--- src/rtl/pipe_io_pkg.sv ---
`default_nettype none
// ============================================================================
// Module      : pipe_io_pkg
// Description : Shared offsets, window mask and offset decoder for the
//               memory-mapped I/O block of the pipelined CPU MEM stage.
// Revision    : 1.0 - initial release
// ============================================================================
package pipe_io_pkg;

  // Register offsets inside the 128-byte I/O window
  localparam logic [6:0]  OFF_IN     = 7'h00;
  localparam logic [6:0]  OFF_OUT    = 7'h20;
  localparam logic [6:0]  OFF_STATUS = 7'h40;
  localparam logic [6:0]  OFF_CONFIG = 7'h44;

  // Bits of the byte address that select the window itself
  localparam logic [31:0] WIN_MASK   = 32'hFFFF_FF80;

  // Register group selected by a word offset
  typedef enum logic [2:0] {
    SEL_NONE   = 3'd0,
    SEL_IN     = 3'd1,
    SEL_OUT    = 3'd2,
    SEL_STATUS = 3'd3,
    SEL_CONFIG = 3'd4
  } io_sel_e;

  // Classify a word offset (byte offset bits [6:2]). Input and output groups
  // occupy 8 words each; STATUS and CONFIG are single words.
  function automatic io_sel_e decode_word(input logic [4:0] word);
    io_sel_e sel;
    sel = SEL_NONE;
    if (word[4:3] == OFF_IN[6:5]) begin
      sel = SEL_IN;
    end else if (word[4:3] == OFF_OUT[6:5]) begin
      sel = SEL_OUT;
    end else if (word == OFF_STATUS[6:2]) begin
      sel = SEL_STATUS;
    end else if (word == OFF_CONFIG[6:2]) begin
      sel = SEL_CONFIG;
    end
    return sel;
  endfunction

endpackage
`default_nettype wire

--- src/rtl/io_sync_chan.sv ---
`default_nettype none
// ============================================================================
// Module      : io_sync_chan
// Description : One input channel: 2-flop synchroniser for an asynchronous
//               pin group plus a sticky change flag with set/clear.
// Revision    : 1.0 - initial release
// ============================================================================
module io_sync_chan #(
  parameter int W = 6
) (
  input  logic         clock,
  input  logic         reset,
  input  logic [W-1:0] din,
  input  logic         clr,
  output logic [W-1:0] dout,
  output logic         flag,
  output logic         flag_next
);

  logic [W-1:0] sync1;
  logic [W-1:0] sync2;

  // A difference between the two stages means a new value lands in sync2 on
  // this edge; that sets the flag and takes priority over a clear-on-read.
  assign flag_next = (sync1 != sync2) | (flag & ~clr);
  assign dout      = sync2;

  // Synchroniser stages and sticky change flag
  always_ff @(posedge clock or posedge reset) begin
    if (reset) begin
      sync1 <= '0;
      sync2 <= '0;
      flag  <= 1'b0;
    end else begin
      sync1 <= din;
      sync2 <= sync1;
      flag  <= flag_next;
    end
  end

endmodule
`default_nettype wire

--- src/rtl/pipe_io_ports.sv ---
`default_nettype none
// ============================================================================
// Module      : pipe_io_ports
// Description : Parametrised memory-mapped I/O ports beside data RAM:
//               synchronised inputs with sticky change status, registered
//               outputs with readback, and a read-only config word.
// Revision    : 1.0 - initial release
// ============================================================================
module pipe_io_ports
  import pipe_io_pkg::*;
#(
  parameter int          NUM_IN  = 2,
  parameter int          NUM_OUT = 4,
  parameter int          IN_W    = 6,
  parameter logic [31:0] IO_BASE = 32'h0000_0080
) (
  input  logic                   clock,
  input  logic                   reset,
  input  logic [31:0]            addr,
  input  logic                   we,
  input  logic                   re,
  input  logic [31:0]            wdata,
  input  logic [NUM_IN*IN_W-1:0] in_port,
  output logic [NUM_OUT*32-1:0]  out_port,
  output logic                   io_hit,
  output logic [31:0]            io_rdata,
  output logic                   chg_irq
);

  localparam logic [31:0] BASE_MASKED = IO_BASE & WIN_MASK;
  localparam logic [31:0] CONFIG_WORD = {16'h0000, 8'(NUM_OUT), 8'(NUM_IN)};

  io_sel_e            sel;
  logic [2:0]         chan;
  logic               wr_out;
  logic               rd_status;
  logic [31:0]        rd_next;
  logic [31:0]        in_word  [NUM_IN];
  logic [31:0]        out_reg  [NUM_OUT];
  logic [NUM_IN-1:0]  flags;
  logic [NUM_IN-1:0]  flags_next;
  logic               unused_byte_lane;

  // Byte-lane bits do not take part in decode; all accesses are word-wide.
  assign unused_byte_lane = ^addr[1:0];

  assign io_hit    = ((addr & WIN_MASK) == BASE_MASKED);
  assign sel       = decode_word(addr[6:2]);
  assign chan      = addr[4:2];
  assign wr_out    = we & io_hit & (sel == SEL_OUT);
  assign rd_status = re & io_hit & (sel == SEL_STATUS);

  // Input channels: synchroniser + change flag each
  generate
    for (genvar i = 0; i < NUM_IN; i++) begin : g_in
      logic [IN_W-1:0] sync_val;

      io_sync_chan #(
        .W (IN_W)
      ) u_chan (
        .clock     (clock),
        .reset     (reset),
        .din       (in_port[i*IN_W +: IN_W]),
        .clr       (rd_status),
        .dout      (sync_val),
        .flag      (flags[i]),
        .flag_next (flags_next[i])
      );

      assign in_word[i] = 32'(sync_val);
    end
  endgenerate

  // Output channels: a write to an unimplemented channel matches no register
  generate
    for (genvar j = 0; j < NUM_OUT; j++) begin : g_out
      // Output register j, loaded by a decoded store
      always_ff @(posedge clock or posedge reset) begin
        if (reset) begin
          out_reg[j] <= '0;
        end else if (wr_out && (chan == 3'(j))) begin
          out_reg[j] <= wdata;
        end
      end

      assign out_port[j*32 +: 32] = out_reg[j];
    end
  endgenerate

  // Read-data select; unmapped or non-read cycles yield zero. Output readback
  // uses the pre-edge register so a concurrent store returns the old value.
  always_comb begin
    rd_next = '0;
    if (re && io_hit) begin
      case (sel)
        SEL_IN: begin
          for (int i = 0; i < NUM_IN; i++) begin
            if (chan == 3'(i)) rd_next = in_word[i];
          end
        end
        SEL_OUT: begin
          for (int j = 0; j < NUM_OUT; j++) begin
            if (chan == 3'(j)) rd_next = out_reg[j];
          end
        end
        SEL_STATUS: rd_next = 32'(flags);
        SEL_CONFIG: rd_next = CONFIG_WORD;
        default:    rd_next = '0;
      endcase
    end
  end

  // Registered read data and interrupt, tracking the next status value
  always_ff @(posedge clock or posedge reset) begin
    if (reset) begin
      io_rdata <= '0;
      chg_irq  <= 1'b0;
    end else begin
      io_rdata <= rd_next;
      chg_irq  <= |flags_next;
    end
  end

endmodule
`default_nettype wire

--- config.mk ---
export PLATFORM = sky130hd
export DESIGN_NAME = pipe_io_ports
export DESIGN_NICKNAME = d
export VERILOG_FILES = /design/src/rtl/pipe_io_pkg.sv /design/src/rtl/io_sync_chan.sv /design/src/rtl/pipe_io_ports.sv
export SDC_FILE = /design/constraint.sdc
export NUM_CORES = 1
export LEC_CHECK = 0
export BUFFER_PORTS_ARGS = -buffer_cell sky130_fd_sc_hd__clkbuf_2
export CAP_MARGIN = 40
export CORE_MARGIN = 3
export CORE_UTILIZATION = 46
export CTS_CLUSTER_DIAMETER = 120
export DETAILED_ROUTE_END_ITERATION = 12
export PLACE_DENSITY = 0.87
export SKIP_CTS_REPAIR_TIMING = 1
export SLEW_MARGIN = 20
export SYNTH_ARGS = -nofsm -noshare
export SYNTH_HDL_FRONTEND = slang
export SYNTH_SLANG_ARGS = --single-unit
--- constraint.sdc ---
create_clock -name clock -period 5.2 [get_ports clock]
set_input_delay 0 -clock clock [delete_from_list [all_inputs] [get_ports clock]]
set_output_delay 0 -clock clock [all_outputs]
set_load 0.05 [all_outputs]
# Yosys cells after proc, flatten, opt, wreduce, memory -nomap -nowiden

Cells that the tools add are included.

Register bits after elaboration: 187
Latch bits: 0
Memory bits (writable): 0
Bits in read-only memories: 0
Input port bits: 80
Output and inout port bits: 162
Memories kept: 0

Add/sub/neg operators: 0
Multiply operators: 0
Div/mod/pow operators: 0
Magnitude comparators: 0
Equal/unequal tests: 13
Shift-type cells: 0
Mux-type cells: 12
Bitwise logic cells: 9
Reductions and logical operators: 8

Operators by type and width:

| operator                                        | number |
|---|---|
| two-way mux 32 bit                              | 6 |
| case mux 32 bit (4 select lines)                | 1 |
| == test 25 x 1 -> 1 bit (second input constant) | 1 |
| == test 3 x 2 -> 1 bit (second input constant)  | 4 |
| two-way mux 3 bit                               | 4 |
| inequality test 6 bit                           | 2 |
| == test 5 bit (second input constant)           | 2 |
| bitwise AND 1 bit                               | 6 |
| == test 3 x 1 -> 1 bit (second input constant)  | 2 |
| two-way mux 6 bit                               | 1 |
| logical AND 1 bit                               | 5 |
| == test 3 bit (second input constant)           | 1 |
| logical NOT 3 bit                               | 1 |
| == test 2 x 1 -> 1 bit (second input constant)  | 1 |
| logical NOT 2 bit                               | 1 |
| bitwise OR 1 bit                                | 2 |
| OR reduction 2 bit                              | 1 |
| inverter 1 bit                                  | 1 |

# Depth between registers and ports, before layout

Depth after elaboration: 11
Gate-level depth with buffers: 7
Gate-level depth less buffers: 4

# Modules after synthesis

A second synthesis with hierarchy kept.

Cell total of the unflattened synthesis: 492
Area, all modules: 8207.9 um2

By module, submodules not included:

| module        | times used | cells an instance | area an instance (um2) |
|---|---|---|---|
| pipe_io_ports | 1          | 446               | 7404.6 |
| io_sync_chan  | 2          | 23                | 401.6 |

# Least setup slack after synthesis

OpenSTA, ideal clock, no wires.

Path kind: input to register
From: input port addr[8]
To: register out_reg, in the netlist out_port[20]
Setup time: 0.125 ns
Arrival: 1.696 ns
Data required time: 5.075 ns
Setup slack: 3.379 ns
Stages: 5
Buffers on the path: 1
Cell sequence: nor4b_1 > nand4_2 > nor4b_4 > buf_6 > mux2_2

Word-level cells in the longest chain between the ends: 4

RTL lines:

| item                            | RTL line            | RTL |
|---|---|---|
| from (decl)                     | pipe_io_ports.sv:19 | `input logic [31:0] addr,` |
| == test 25 x 1 -> 1 bit         | pipe_io_ports.sv:47 | `assign io_hit = ((addr & WIN_MASK) == BASE_MASKED);` |
| bitwise AND 1 bit (2 in a row)  | pipe_io_ports.sv:50 | `assign wr_out = we & io_hit & (sel == SEL_OUT);` |
| logical AND 1 bit               | pipe_io_ports.sv:81 | `end else if (wr_out && (chan == 3'(j))) begin` |
| to (signal, indexed assignment) | pipe_io_ports.sv:82 | `out_reg[j] <= wdata;` |
| to (decl)                       | pipe_io_ports.sv:39 | `logic [31:0] out_reg [NUM_OUT];` |

No other way between the ends.
A chain may end at the register's enable or synchronous reset.

# Final worst setup path

From: input port addr[28]
To: register out_reg, in the netlist out_port[36]

Same word-level chain as after synthesis.

==> results_dict.tcl <==
set metrics [dict create \
    hold_path_class "input pin to flip-flop" \
    final_nets 908 \
    dp_hpwl_mm 13.3 \
    num_vias 5589 \
    power_frac_comb_pct 5.4 \
    ios 242 \
    htreeDepth 4 \
    post-place-ws_ps 2380 \
    syn_to_final_growth_pct 31.9 \
    portBuffers 239 \
    hold_viol 0 \
    clk_path_buf_depth 2 \
    seq_area_frac_synth_pct 59.1 \
    synth_top_area_share_pct 59.1 \
    num_antenna_cells 0 \
    setup_viol 0 \
    rsz0062_at_grt "no" \
    slew_headroom_pct 48.5 \
    finalCriticalPeriod_ps 2250 \
    antenna_found_initial 0 \
    drt_pass1_iterations 4 \
    grt_overflow 0 \
    start_util_pct 47.4 \
    grt_util_all_layers_pct 21.0 \
    synthTopCellsByCount "187 x dfrtp_1, 181 x mux2_2, 34 x o22ai_1, 31 x nor2_1, 12 x buf_6" \
    finalCritPeriodShare_pct 43.4 \
    async_flop_share_pct 100 \
    total_power_mw 3.08 \
    status "completed" \
    dieArea_um2 18800 \
    synthTopCellsByArea "dfrtp_1 59%, mux2_2 26%, o22ai_1 2.7%" \
    drive_gt1_share_pct 55.9 \
    cts_root_buffer "clkbuf_16" \
    die_w_um 137 \
    p_sw_share_pct 21.7 \
    yosysWarnings 0 \
    synth.most_common_cell "dfrtp_1" \
    slowest_stage "nor4_4" \
    cts_buffers 17 \
    peakVddDrop_uv 218 \
    routed_wirelength_mm 20.4 \
    grt_pass1_vias 5491 \
    synth_nets 624 \
    clock_power_share_pct 46.9 \
    fin_hold_ws_ps 9.98 \
    syn_inst 544 \
    cp_data_arrival_time_ps 2560 \
    seq_power_share_pct 47.7 \
    slew_violations 0 \
    ys.flop_type "dfrtp_1" \
    skew_ps 10.8 \
    fin_ws_ps 2950 \
    ys_ff_latch 187 \
    routedWlPerCell_um 19.2 \
    die_y_um 137 \
    crit_type "input pin to flip-flop" \
    vias_per_cell 5.27 \
    synth.distinct_cells 39 \
    p_per_area_nw_per_um2 295 \
    maxCapViolations 0 \
    critPathLaunchType "input pin" \
    fmax_ghz 0.444 \
    netlist_area_um2 7920 \
    worst-path-max-fanout 23 \
    synth_edf_count 0 \
    insertion_delay_ps 420 \
    end_kind "flip-flop" \
    power_leakage_nw 5.56 \
    grt_start_max_net_pins 71 \
    avgSynthCellArea_um2 14.6 \
    path_clk_slew_ps 70 \
    grt_pass1_wl_mm 30.1 \
    power.net_switching_mw 0.669 \
    cp.required_ps 5500 \
    cts_tree "done" \
    yosysTopAreaCell "dfrtp_1" \
    drc 0 \
    cts_sinks 187 \
    tightest_slew_ps 767 \
    path_cells "clkbuf_2, nor4_1, nand3_1, nor4_4, buf_4, mux2_2" \
    worst_path_largest_cell_delay_ps 770 \
    antenna_left 0 \
    coreArea_um2 16700 \
    internal_power_mw 2.41 \
    tns_ps 0 \
    drt_iter0_drc 227 \
    core.rowCount 47 \
    place_congestion 0.777 \
]
-- cells in the final DEF (no fill, tap or decap), drive strengths merged --
master / Yosys / layout
o221ai: 2 / 2
mux2: 188 / 188
nor2: 31 / 31
nor4b: 3 / 3
nand2b: 2 / 2
o22ai: 34 / 34
nand2: 3 / 3
xnor2: 8 / 8
and2: 5 / 5
o211ai: 1 / 1
o2bb2ai: 2 / 2
o21a: 3 / 3
clkbuf: 10 / 258
a21oi: 2 / 2
buf: 21 / 13
clkinv: 0 / 3
nor2b: 1 / 1
bufinv: 0 / 5
nand4: 3 / 3
dfrtp: 187 / 187
inv: 5 / 9
xor2: 4 / 4
nor3: 3 / 3
or2: 2 / 2
dlygate4sd3: 0 / 45
and3: 1 / 1
a211oi: 1 / 1
mux2i: 5 / 5
nor4: 7 / 7
nor3b: 1 / 1
nand3: 2 / 2
o21ai: 3 / 3
or3: 2 / 2
mux4: 1 / 1
or3b: 1 / 1
-- per-stage QoR --
| step | area (um^2) | utilization [%] | instances |
|---|---|---|---|
| floorplan | 7920 | - | 544 |
| global placement | 9240 | 55.3 | 979 |
| detailed placement | 9340 | 55.9 | 983 |
| CTS | 9990 | 59.8 | 1015 |
| global route | 10500 | 62.6 | 1061 |
| finish | 10500 | 62.6 | 1061 |
-- power groups by stage --
stage               Combinational, mW  Clock, mW  Sequential [mW]
floorplan                      0.0734          0             1.50
global placement                0.133          0             1.50
detailed placement              0.140          0             1.50
CTS                             0.141       1.48             1.47
global route                    0.184       1.54             1.47
finish                          0.167       1.45             1.47
-- state kept, by name, summed over array words and instances (netlist names) --
register and flops:
out_port 128, io_rdata 32, g_in.u_chan.dout 12, g_in.u_chan.sync1 12
g_in.u_chan.flag 2, chg_irq 1
-- critical path, delay by kind of cell --
kind	cells	cell delay [ps]
multiplexers	1	400
AND/OR/NAND/NOR	3	1560
buffers and inverters	2	590
-- cells by family after synthesis --
family / Yosys count / synth area share (%)
XOR/XNOR: 12 / 1.33
AO/OA/AOI/OAI: 48 / 3.92
flip-flops: 187 / 59.1
AND/OR/NAND/NOR: 67 / 5.15
buffers and inverters: 36 / 2.91
multiplexers: 194 / 27.6
-- path summary, 6_finish.rpt --
check	startpoint	end	slack [ps]	cells past startpoint
max in group asynchronous	reset	out_port[72]	3760	4
min in group asynchronous	reset	out_port[100]	230	3
max	addr[28]	out_port[36]	2950	6
min reg2reg	g_in[1].u_chan.sync1[3]	g_in[1].u_chan.dout[3]	400	0
max reg2reg	out_port[32]	io_rdata[0]	3890	4
min	addr[6]	io_rdata[10]	10	4
-- routing by layer --
| layer | global-route usage [%] | vias to the layer above | wire length [um] |
|---|---|---|---|
| li1 | - | 2545 | - |
| met1 | 26.9 | 2823 | 8470 |
| met2 | 34.9 | 201 | 10200 |
| met3 | 6.06 | 20 | 1460 |
| met4 | 5.93 | 0 | 273 |
| met5 | 0 | - | 0 |
-- layout make-up --
class                   count  area (um^2)
flip-flops and latches    187         4680
repair buffers            296         1800
clock buffers              20          447
inverters                   5         23.8
well taps                 220          275
multi-input cells         321         3010
fillers                  1228         6250
clock inverters            12          209
Power figures use the tool's default switching activity.
